==> config.mk <==
export PLATFORM = sky130hd
export DESIGN_NAME = comm_responder
export DESIGN_NICKNAME = d
export VERILOG_FILES = /design/src/rtl/comm_responder.sv
export SDC_FILE = /design/constraint.sdc
export NUM_CORES = 1
export LEC_CHECK = 0
export BUFFER_PORTS_ARGS = -buffer_cell sky130_fd_sc_hd__buf_2
export CORE_ASPECT_RATIO = 2
export CORE_UTILIZATION = 53
export CTS_CLUSTER_SIZE = 16
export DETAILED_ROUTE_END_ITERATION = 8
export PLACE_DENSITY = 0.8
export SYNTH_ARGS = -nofsm -noshare
export SYNTH_HDL_FRONTEND = slang
export SYNTH_SLANG_ARGS = --single-unit
==> constraint.sdc <==
create_clock -name clk -period 2.35 [get_ports clk]
set_input_delay 0.47 -clock clk [delete_from_list [all_inputs] [get_ports clk]]
set_output_delay 0.47 -clock clk [all_outputs]
set_load 0.01 [all_outputs]
==> src/rtl/comm_responder.sv <==
// DUT-side UART command link: two-byte host commands in, single-byte responses out.
// Optional inter-byte timeout on the low byte is enabled with `define CMD_TIMEOUT_EN.
//
// state    | meaning
// RX_IDLE  | waiting for a falling edge on the synchronized RX line
// START    | half-bit wait, confirm start bit is still low
// DATA     | 8 data samples, LSB first
// STOP     | stop sample; high completes the byte, low is a framing error
// WAIT_HI  | byte FSM expects the high command byte
// WAIT_LO  | byte FSM holds hi_buf and expects the low byte
// TX_IDLE  | transmitter idle, line high, send_resp accepted
// TSTART   | driving start bit
// TDATA    | driving 8 data bits, LSB first
// TSTOP    | driving stop bit; resp_sent pulses when it ends

module comm_responder #(
   parameter int unsigned BAUD_DIV    = 108,
   parameter int unsigned TIMEOUT_CYC = 2_000_000
) (
   input  logic        clk,
   input  logic        rst_n,
   input  logic        RX,
   output logic        TX,
   output logic [15:0] cmd,
   output logic        cmd_rdy,
   input  logic        clr_cmd_rdy,
   input  logic [7:0]  resp,
   input  logic        send_resp,
   output logic        resp_sent,
   output logic        tx_busy,
   output logic        frm_err
);

   localparam int unsigned CW = $clog2(BAUD_DIV);
   localparam logic [CW-1:0] BIT_LD  = CW'(BAUD_DIV - 1);
   localparam logic [CW-1:0] HALF_LD = CW'(BAUD_DIV / 2 - 1);

   if (BAUD_DIV < 4 || TIMEOUT_CYC == 0) begin : g_param_chk
      $error("comm_responder: BAUD_DIV must be >= 4 and TIMEOUT_CYC nonzero");
   end

   typedef enum logic [1:0] {RX_IDLE, START, DATA, STOP} rx_state_t;
   typedef enum logic       {WAIT_HI, WAIT_LO}           byte_state_t;
   typedef enum logic [1:0] {TX_IDLE, TSTART, TDATA, TSTOP} tx_state_t;

   rx_state_t   rx_st;
   byte_state_t byte_st;
   tx_state_t   tx_st;

   logic [1:0]    rx_sync;
   logic          rx_s;
   logic          rx_prev;
   logic [CW-1:0] rx_cnt;
   logic [2:0]    rx_bit;
   logic [7:0]    rx_shift;
   logic [7:0]    hi_buf;

   logic [CW-1:0] tx_cnt;
   logic [2:0]    tx_bit;
   logic [7:0]    tx_shift;

   logic rx_tc, byte_done, stop_err, start_ok, tx_tc;

   assign rx_s      = rx_sync[1];
   assign rx_tc     = (rx_cnt == '0);
   assign byte_done = (rx_st == STOP)  && rx_tc &&  rx_s;
   assign stop_err  = (rx_st == STOP)  && rx_tc && !rx_s;
   assign start_ok  = (rx_st == START) && rx_tc && !rx_s;
   assign tx_tc     = (tx_cnt == '0);

   always_ff @(posedge clk or negedge rst_n) begin
      if (!rst_n) begin
         rx_sync  <= 2'b11;
         rx_prev  <= 1'b1;
         rx_st    <= RX_IDLE;
         rx_cnt   <= '0;
         rx_bit   <= '0;
         rx_shift <= '0;
      end else begin
         rx_sync <= {rx_sync[0], RX};
         rx_prev <= rx_s;
         case (rx_st)
            RX_IDLE: begin
               if (rx_prev && !rx_s) begin
                  rx_st  <= START;
                  rx_cnt <= HALF_LD;
               end
            end
            START: begin
               if (rx_tc) begin
                  if (rx_s) begin
                     rx_st <= RX_IDLE;
                  end else begin
                     rx_st  <= DATA;
                     rx_cnt <= BIT_LD;
                     rx_bit <= '0;
                  end
               end else begin
                  rx_cnt <= rx_cnt - 1'b1;
               end
            end
            DATA: begin
               if (rx_tc) begin
                  rx_shift <= {rx_s, rx_shift[7:1]};
                  rx_cnt   <= BIT_LD;
                  rx_bit   <= rx_bit + 1'b1;
                  if (rx_bit == 3'd7) rx_st <= STOP;
               end else begin
                  rx_cnt <= rx_cnt - 1'b1;
               end
            end
            STOP: begin
               if (rx_tc) rx_st <= RX_IDLE;
               else       rx_cnt <= rx_cnt - 1'b1;
            end
         endcase
      end
   end

`ifdef CMD_TIMEOUT_EN
   localparam int unsigned TW = $clog2(TIMEOUT_CYC + 1);
   localparam logic [TW-1:0] TO_LD = TW'(TIMEOUT_CYC - 1);
   logic [TW-1:0] to_cnt;
`endif

   // Later assignments override earlier ones, so a set beats a same-cycle clear.
   always_ff @(posedge clk or negedge rst_n) begin
      if (!rst_n) begin
         byte_st <= WAIT_HI;
         hi_buf  <= '0;
         cmd     <= '0;
         cmd_rdy <= 1'b0;
         frm_err <= 1'b0;
`ifdef CMD_TIMEOUT_EN
         to_cnt  <= '0;
`endif
      end else begin
         if (clr_cmd_rdy) begin
            cmd_rdy <= 1'b0;
            frm_err <= 1'b0;
         end
         if (start_ok && byte_st == WAIT_HI) cmd_rdy <= 1'b0;
         if (stop_err) frm_err <= 1'b1;
         case (byte_st)
            WAIT_HI: begin
               if (byte_done) begin
                  hi_buf  <= rx_shift;
                  byte_st <= WAIT_LO;
`ifdef CMD_TIMEOUT_EN
                  to_cnt  <= TO_LD;
`endif
               end
            end
            WAIT_LO: begin
               if (byte_done) begin
                  cmd     <= {hi_buf, rx_shift};
                  cmd_rdy <= 1'b1;
                  byte_st <= WAIT_HI;
               end
`ifdef CMD_TIMEOUT_EN
               else if (to_cnt == '0) begin
                  byte_st <= WAIT_HI;
                  hi_buf  <= '0;
                  frm_err <= 1'b1;
               end else begin
                  to_cnt <= to_cnt - 1'b1;
               end
`endif
            end
         endcase
      end
   end

   always_ff @(posedge clk or negedge rst_n) begin
      if (!rst_n) begin
         tx_st     <= TX_IDLE;
         TX        <= 1'b1;
         tx_busy   <= 1'b0;
         resp_sent <= 1'b0;
         tx_cnt    <= '0;
         tx_bit    <= '0;
         tx_shift  <= '0;
      end else begin
         resp_sent <= 1'b0;
         case (tx_st)
            TX_IDLE: begin
               if (send_resp) begin
                  tx_shift <= resp;
                  TX       <= 1'b0;
                  tx_busy  <= 1'b1;
                  tx_cnt   <= BIT_LD;
                  tx_st    <= TSTART;
               end
            end
            TSTART: begin
               if (tx_tc) begin
                  TX       <= tx_shift[0];
                  tx_shift <= {1'b0, tx_shift[7:1]};
                  tx_cnt   <= BIT_LD;
                  tx_bit   <= '0;
                  tx_st    <= TDATA;
               end else begin
                  tx_cnt <= tx_cnt - 1'b1;
               end
            end
            TDATA: begin
               if (tx_tc) begin
                  tx_cnt <= BIT_LD;
                  if (tx_bit == 3'd7) begin
                     TX    <= 1'b1;
                     tx_st <= TSTOP;
                  end else begin
                     TX       <= tx_shift[0];
                     tx_shift <= {1'b0, tx_shift[7:1]};
                     tx_bit   <= tx_bit + 1'b1;
                  end
               end else begin
                  tx_cnt <= tx_cnt - 1'b1;
               end
            end
            TSTOP: begin
               if (tx_tc) begin
                  tx_busy   <= 1'b0;
                  resp_sent <= 1'b1;
                  tx_st     <= TX_IDLE;
               end else begin
                  tx_cnt <= tx_cnt - 1'b1;
               end
            end
         endcase
      end
   end

endmodule

After elaboration in Yosys (flattened, before gate mapping)
Cells that the tools add are included.
Storage, ports and cells
  logic and storage cells: 131
  bits of input ports: 13
  register bits: 73
Cells by class
  reduce and logical (&&, ||, !) cells: 30
  muxes and demuxes: 55
  equal/unequal tests: 23
  $add $sub $neg: 4
  bitwise gates (word level): 1
Operators with widths (number)
  7-bit two-way mux: 8
  8-bit two-way mux: 4
  2-bit != test (second input constant): 14
  7-bit case mux with 4 select lines: 1
  8-bit case mux with 3 select lines: 1
  2-bit two-way mux: 11
  7-bit case mux with 3 select lines: 1
  3-bit two-way mux: 6
  1-bit two-way mux: 16
  2-bit case mux with 4 select lines: 2
  5-bit AND reduction: 3
  7-bit zero test: 2
  7-bit by 1-bit subtractor with 7-bit output (second input constant): 2
  3-bit case mux with 2 select lines: 2
  4-bit AND reduction: 3
  2-bit equality test (second input constant): 4
  2-bit AND reduction: 4
  2-bit nonzero test: 4
  1-bit logical AND: 7
  3-bit by 1-bit adder with 3-bit output (second input constant): 2
  3-bit equality test (second input constant): 2
  3-bit AND reduction: 2
  2-bit by 1-bit equality test with 1-bit output (second input constant): 2
  2-bit zero test: 2
  7 further kinds: 8

Longest topological paths before layout
Gate-level depths: netlist of run 1.
  word-level depth: 7
  depth in mapped cells: 9
  mapped depth without buffers: 7

Least setup slack after synthesis of run 1
OpenSTA, ideal clock, no wires.
  path kind: reg-to-reg
  start point: reg rx_cnt[0]
  end point: reg cmd[0]
  arrival time: 2338 ps
  buffers on the path: 2
  required time: 2225 ps
  stages on the path, launching flop included: 10
  slack: -113 ps
  cells stage by stage: dfrtp_1 -> inv_1 -> ha_1 -> nor4b_4 -> nand2_1 -> nor2_1 -> ha_1 -> clkbuf_1 -> clkbuf_1 -> mux2_2
Between the ends
  word-level cells in the longest chain between the ends: 4
Ends and longest elaborated chain
  start, declared: line 53  | logic [CW-1:0] rx_cnt;
  start signal, assigned: line 99  | rx_cnt <= rx_cnt - 1'b1;
  start signal, assigned: line 109  | rx_cnt <= rx_cnt - 1'b1;
  start signal, assigned: line 114  | else rx_cnt <= rx_cnt - 1'b1;
  7-bit zero test: line 65  | assign rx_tc = (rx_cnt == '0);
  1-bit logical AND (2 in a row): line 66  | assign byte_done = (rx_st == STOP) && rx_tc && rx_s;
  2-bit AND reduction (no line)
  end signal, assigned: line 156  | cmd <= {hi_buf, rx_shift};
  end, declared: line 24  | output logic [15:0] cmd,
No other way between the ends.
A chain may end at the register's enable or synchronous reset.

Final worst setup path of run 1
  start point: reg rx_cnt[0]
  end point: reg hi_buf[6]
Between the ends
  word-level cells in the longest chain between the ends: 4
Ends and longest elaborated chain
  7-bit zero test: line 65
  1-bit logical AND (2 in a row): line 66
  2-bit AND reduction (no line)
  end signal, assigned: line 147  | hi_buf <= rx_shift;
  end, declared: line 56  | logic [7:0] hi_buf;
No other way between the ends.

==> results of run 1 <==
-- state kept, by name (all words and copies together), names as in the netlist, 3 cells and up, named ones only --
register	count
rx_bit	3
rx_shift	8
rx_cnt	7
cmd	16
tx_cnt	7
tx_shift	8
hi_buf	8
tx_bit	3
-- per-stage QoR --
stage,setup WS [ns],cells
5_1_grt,0.0798,454
4_1_cts,0.275,454
3_3_place_gp,0.320,439
2_1_floorplan,0.00785,321
3_5_place_dp,0.273,439
6_report,0.281,454
-- power groups by stage --
stage / clock (uW) / sequential [uW] / combinational, uW
2_1_floorplan: 0 / 1440 / 607
3_3_place_gp: 0 / 1470 / 799
3_5_place_dp: 0 / 1470 / 821
4_1_cts: 1500 / 1450 / 830
5_1_grt: 1550 / 1470 / 923
6_report: 1460 / 1450 / 829
-- critical path, delay by kind of cell, from the launching register on --
| family | cells | cell delay, ns |
|---|---|---|
| fa+ha+maj | 2 | 0.56 |
| simple gates | 3 | 0.50 |
| flops | 1 | 0.41 |
| mux | 1 | 0.39 |
| buf+inv | 1 | 0.09 |
-- cell usage after synthesis (3+ instances only) --
cell | n | area share [%]
dfstp_2 | 4 | 2.8
a21oi_1 | 14 | 1.9
a22o_1 | 3 | 0.71
nor3_1 | 8 | 1.1
inv_1 | 13 | 1.3
mux2_2 | 50 | 15
dfrtp_1 | 69 | 46
o21ai_0 | 12 | 1.6
nor2b_1 | 4 | 0.67
clkbuf_1 | 13 | 1.3
nand2b_1 | 5 | 0.84
nor2_1 | 18 | 1.8
a21o_1 | 4 | 0.81
nand3_1 | 4 | 0.54
or3_1 | 3 | 0.51
nand2_1 | 17 | 1.7
o31ai_1 | 3 | 0.61
a22oi_1 | 3 | 0.61
ha_1 | 19 | 6.4
a31oi_1 | 6 | 1.0
-- metal layers --
layer  routed length, um  vias to the layer above  global-route usage [%]  share of wire [%]
li1                    -                     1253                       -                  -
met1                2770                     1336                    24.2                 38
met2                4080                       64                    38.9                 56
met3                 247                       19                    6.20                3.4
met4                 225                        0                    12.9                3.1
met5                   0                        -                       0                  0
-- kinds of logic after synthesis --
family / count (synthesis) / share of synthesized area [%]
adder cells (fa/ha/maj): 19 / 6.40
flip-flops: 73 / 49.3
multiplexers: 52 / 15.7
buffers and inverters: 29 / 3.10
AND/OR/NAND/NOR: 79 / 12.7
AO/OA/AOI/OAI: 69 / 12.8
-- final cells by class --
class / count / area [um2] / area share [%]
clock buffer: 11 / 243 / 5.57
clock inverter: 4 / 76.3 / 1.75
inverter: 13 / 48.8 / 1.12
multi-input combinational: 219 / 1770 / 40.6
sequential: 73 / 1830 / 42.0
tap: 88 / 110 / 2.53
timing repair buffer: 46 / 278 / 6.38
-- final timing paths --
path,from,end,depth (start not counted)
worst max-delay path,rx_cnt[0],hi_buf[6],7
worst min-delay path,rst_n,rx_cnt[1],1
worst max register to register,rx_cnt[0],hi_buf[6],7
worst min register to register,rx_sync[0],rx_sync[1],0
max in group asynchronous,rst_n,TX,2
min in group clk,RX,rx_sync[0],1
==> metrics.txt, run 1 <==
status finished clean; Setup TNS 0 ns; largest net degree at the start of global routing 42; Avg Cell Area, Syn 11.6 um2; CP dominant cell by count ha_1; post-synthesis sequential area ratio between 40% and 50%; static leakage 0.00212 uW; fraction of layout cells with a size suffix above 1 34.2%; WL final around 7.3 mm; warnings from Yosys 0; Int Power ~2600 uW; IO buf count 33; ys async rst share between 90% and 100%; CTS max path bufs 2; Final Cycle Share 88.1%; CTS buffer count 9; Worst Path Arrival between 2 and 2.5 ns; all-layer global routing usage 22.9%; slew margin rel. 62.4%; n_diodes 0; nets 394; sw frac 29.4%; Final Hold Vio Count 0; PwrDens 860 mW/mm2; Design Area, Final 0.00436 mm2; final core utilization 65.3%; DR pass1 iterations 4; first-pass GRT wire length 12.3 mm; Clock Latency Late Sink 0.33 ns; Min-Delay Path Class in -> async; Worst Tran Pin Value 0.561 ns; Sink Count 73; vias in the first global route 2,705; ordered list of cells on the worst path inv_1 -> ha_1 -> nor4b_4 -> nand2_1 -> nor2_1 -> ha_1 -> mux2_2; worst path required time 2.57 ns; area grow syn2layout 17.2%; postcts setup bufs 0; Clock Pin Slew Worst Setup and Hold Paths 0.06 ns; setup violators final 0; dpl hpwl approximately 5.2 mm; DR iter-0 viols a little under 200; Post-synth EDFFs 0; std cell rows 42; net switching power around 1100 uW; DIE AREA 0.00737 mm2; CP max stage delay 0.41 ns; Post-Syn Area 0.00372 mm2; Initial Utilization a little under three fifths; # DRC 0; RSZ-0062 raised after global routing no; crit-path max FO 8; MaxCap Viol Count 0; grt ovf 0; Via Count 2,672; die width 61.2 um; Area after DPL between 0.004 and 0.005 mm2; peak supply drop 0.507 mV; Distinct cells, synth 56; minimum clock period 2.07 ns; # hold bufs at CTS 0; f_max 0.483 GHz; Final ANT Viol Nets 0; Tot Pwr 3750 uW; sequential share of power between 30 and 40%; Via density 5.89; area of the core 0.00667 mm2; Pins Over Slew Limit 0; syn nets 353; root buffer cell clkbuf_16; GP Congestion 0.831; CTS tree built; # IOs 34; WS Path Type reg -> reg; initial antenna violation count 0; Primary FF master, synth dfrtp_1; crit start category flop; most frequent cells in the layout dfrtp_1, mux2_2, buf_2; Layout fillers 522; Clock H-tree levels 3; average wire per standard cell 16.1 um; R2R setup slack about 0.28 ns; most common cell after layout, fill and taps aside dfrtp_1; Synth Instances 321; CP max stage cell dfrtp_1; die height 120 um; cts repair resizes 0; skew final 0.00289 ns; Comb pwr share 22.1%; Hold Slack a little over 0.1 ns; Seq cells post-synth 73; critical path capture point type flop; clock share of power between 30% and 40%
Power figures use the tool's default switching activity.
==> run 2: changes to the inputs <==
ABC_AREA = 1   (was default)
BUFFER_PORTS_ARGS = -buffer_cell sky130_fd_sc_hd__clkbuf_2   (was -buffer_cell sky130_fd_sc_hd__buf_2)
==> run 2 against run 1 <==
Maximum frequency fell by 3.4%. Flip-flop and latch count did not move. Combinational power rose by 130%. Largest cell class unchanged. Routed wire length rose by 1.2%. Critical path type unchanged.
==> metrics.txt, run 2 <==
minimum clock period 2.14 ns; IO buf count 33; Layout fillers 585; static leakage 0.00226 uW; Initial Utilization 55.2%; # DRC 0; skew final 0.00699 ns; crit start category flop; n_diodes 0; syn nets 466; grt ovf 0; MaxCap Viol Count 0; Final Hold Vio Count 0; Largest register FFs 16; all-layer global routing usage roughly a quarter; # hold bufs at CTS 0; worst r2r src rx_cnt[0]; root buffer cell clkbuf_16; post-synthesis cell type with the largest combined area dfrtp_1; Clock Latency Late Sink 0.33 ns; Avg Cell Area, Syn 8.49 um2; worst path required time around 2.6 ns; die width 61.0 um; initial antenna violation count 0; first-pass GRT wire length ~13 mm; Worst Path Arrival 2.36 ns; sw frac 40.8%; Final Cycle Share 91.1%; DR pass1 iterations 4; ordered list of cells on the worst path inv_1 -> ha_1 -> inv_1 -> nor2_4 -> nand2_4 -> nor3_2 -> ha_1 -> buf_4 -> mux2_2; peak supply drop 1.04 mV; vias in the first global route 2,994; area of the core 0.00667 mm2; most frequent cells in the layout nand2_1, dfrtp_1, inv_1; WS Path Type reg -> reg; die height 120 um; Design Area, Final 0.00423 mm2; status finished clean; Synth Instances 434; Top delay family on crit path simple AND/OR/NAND/NOR gates; ys async rst share 100%; std cell rows 42; Distinct cells, synth 36; CTS max path bufs 2; Via Count 2,940; Worst Tran Pin Value between 0.4 and 0.5 ns; slew margin rel. 70.7%; CP max stage delay 0.40 ns; DR iter-0 viols between 150 and 200; dpl hpwl 5.34 mm; Min-Delay Path Class in -> async; sequential share of power 35.4%; Setup TNS 0 ns; Pins Over Slew Limit 0; warnings from Yosys 0; Comb pwr share 39.7%; Clock H-tree levels 3; cts repair resizes 0; Final ANT Viol Nets 0; # IOs 34; Via density 5.19; clock share of power 24.9%; Area after DPL 0.00396 mm2; area grow syn2layout 14.9%; CP max stage cell dfrtp_1; postcts setup bufs 0; CTS buffer count 9; PwrDens 1150 mW/mm2; most common cell after layout, fill and taps aside nand2_1; f_max 0.467 GHz; most frequent cells after synthesis nand2_1, dfrtp_1, inv_1; launch point of the worst path rx_cnt[0]; Int Power 2870 uW; net switching power around 2000 uW; average wire per standard cell 13.1 um; post-synth top area share 46.9%; WL final 7.41 mm; setup violators final 0; fraction of layout cells with a size suffix above 1 between 10% and 20%; post-synthesis sequential area ratio 49.7%; crit-path max FO 13; Post-synth EDFFs 0; WP buf/inv 3; Clock Pin Slew Worst Setup and Hold Paths 0.06 ns; Seq cells post-synth 73; CTS tree built; DIE AREA 0.00731 mm2; synth top area cells dfrtp_1, nand2_1, ha_1; largest reg by FF count cmd; GP Congestion between 0.8 and 0.9; largest net degree at the start of global routing 74; Sink Count 73; Post-Syn Area 0.00368 mm2; RSZ-0062 raised after global routing no; nets approximately 510; Tot Pwr approximately 4800 uW; critical path capture point type flop; Primary FF master, synth dfrtp_1; most instantiated library cell after synthesis nand2_1
==> run 2: power by group through the flow <==
| stage | Sequential, uW | Clock, uW | Combinational, uW |
|---|---|---|---|
| floorplan | 1690 | 0 | 1510 |
| global route | 1750 | 1290 | 2220 |
| global placement | 1720 | 0 | 1850 |
| detailed placement | 1730 | 0 | 1910 |
| CTS | 1720 | 1230 | 1920 |
| finish | 1720 | 1210 | 1920 |
==> run 2: cell families after synthesis <==
| logic type | Yosys count | synth area share [%] |
|---|---|---|
| simple gates | 204 | 24.1 |
| flops | 73 | 49.7 |
| buf+inv | 67 | 7.23 |
| compound gates | 61 | 9.61 |
| fa+ha+maj | 19 | 6.45 |
| mux | 7 | 2.14 |
| xor+xnor | 3 | 0.713 |
==> run 2: through the flow <==
stage	utilization (%)	setup slack, ns	hold slack [ns]	std cells
floorplan	-	0.162	0.174	434
global placement	59.4	0.205	0.348	551
detailed placement	59.4	0.0596	0.349	551
CTS	63.3	0.0422	0.164	567
global route	63.4	0.0167	0.176	567
finish	63.4	0.208	0.131	567
==> run 2: layout make-up <==
type | count | area (um2) | area share, %
repair buffers | 37 | 210 | 4.97
flip-flops and latches | 73 | 1830 | 43.3
clock inverters | 4 | 22.5 | 0.532
multi-input cells | 294 | 1600 | 37.7
inverters | 59 | 225 | 5.32
clock buffers | 12 | 236 | 5.59
well taps | 88 | 110 | 2.60
==> run 2: path summary, 6_finish.rpt <==
path	to	cells past startpoint	slack (ns)
worst min-delay path	tx_cnt[6]	2	0.13
min in group clk	rx_sync[0]	1	0.22
worst max register to register	cmd[0]	9	0.21
max in group asynchronous	rx_sync[1]	2	1.85
worst min register to register	rx_sync[1]	0	0.36
worst max-delay path	cmd[0]	9	0.21
==> run 2: worst register-to-register path: cells and delay by family (launching register included) <==
| kind | cells | cell delay [ns] |
|---|---|---|
| AND/OR/NAND/NOR | 3 | 0.47 |
| buffers and inverters | 3 | 0.41 |
| multiplexers | 1 | 0.37 |
| adder cells (fa/ha/maj) | 2 | 0.38 |
| flip-flops | 1 | 0.40 |
==> run 2: layer usage <==
metal	vias to the layer above	wire (um)	GRT usage, %
met5	-	0	0
met4	0	196	13.4
met3	20	173	6.14
met2	58	4130	41.7
met1	1412	2910	24.5
li1	1450	-	-
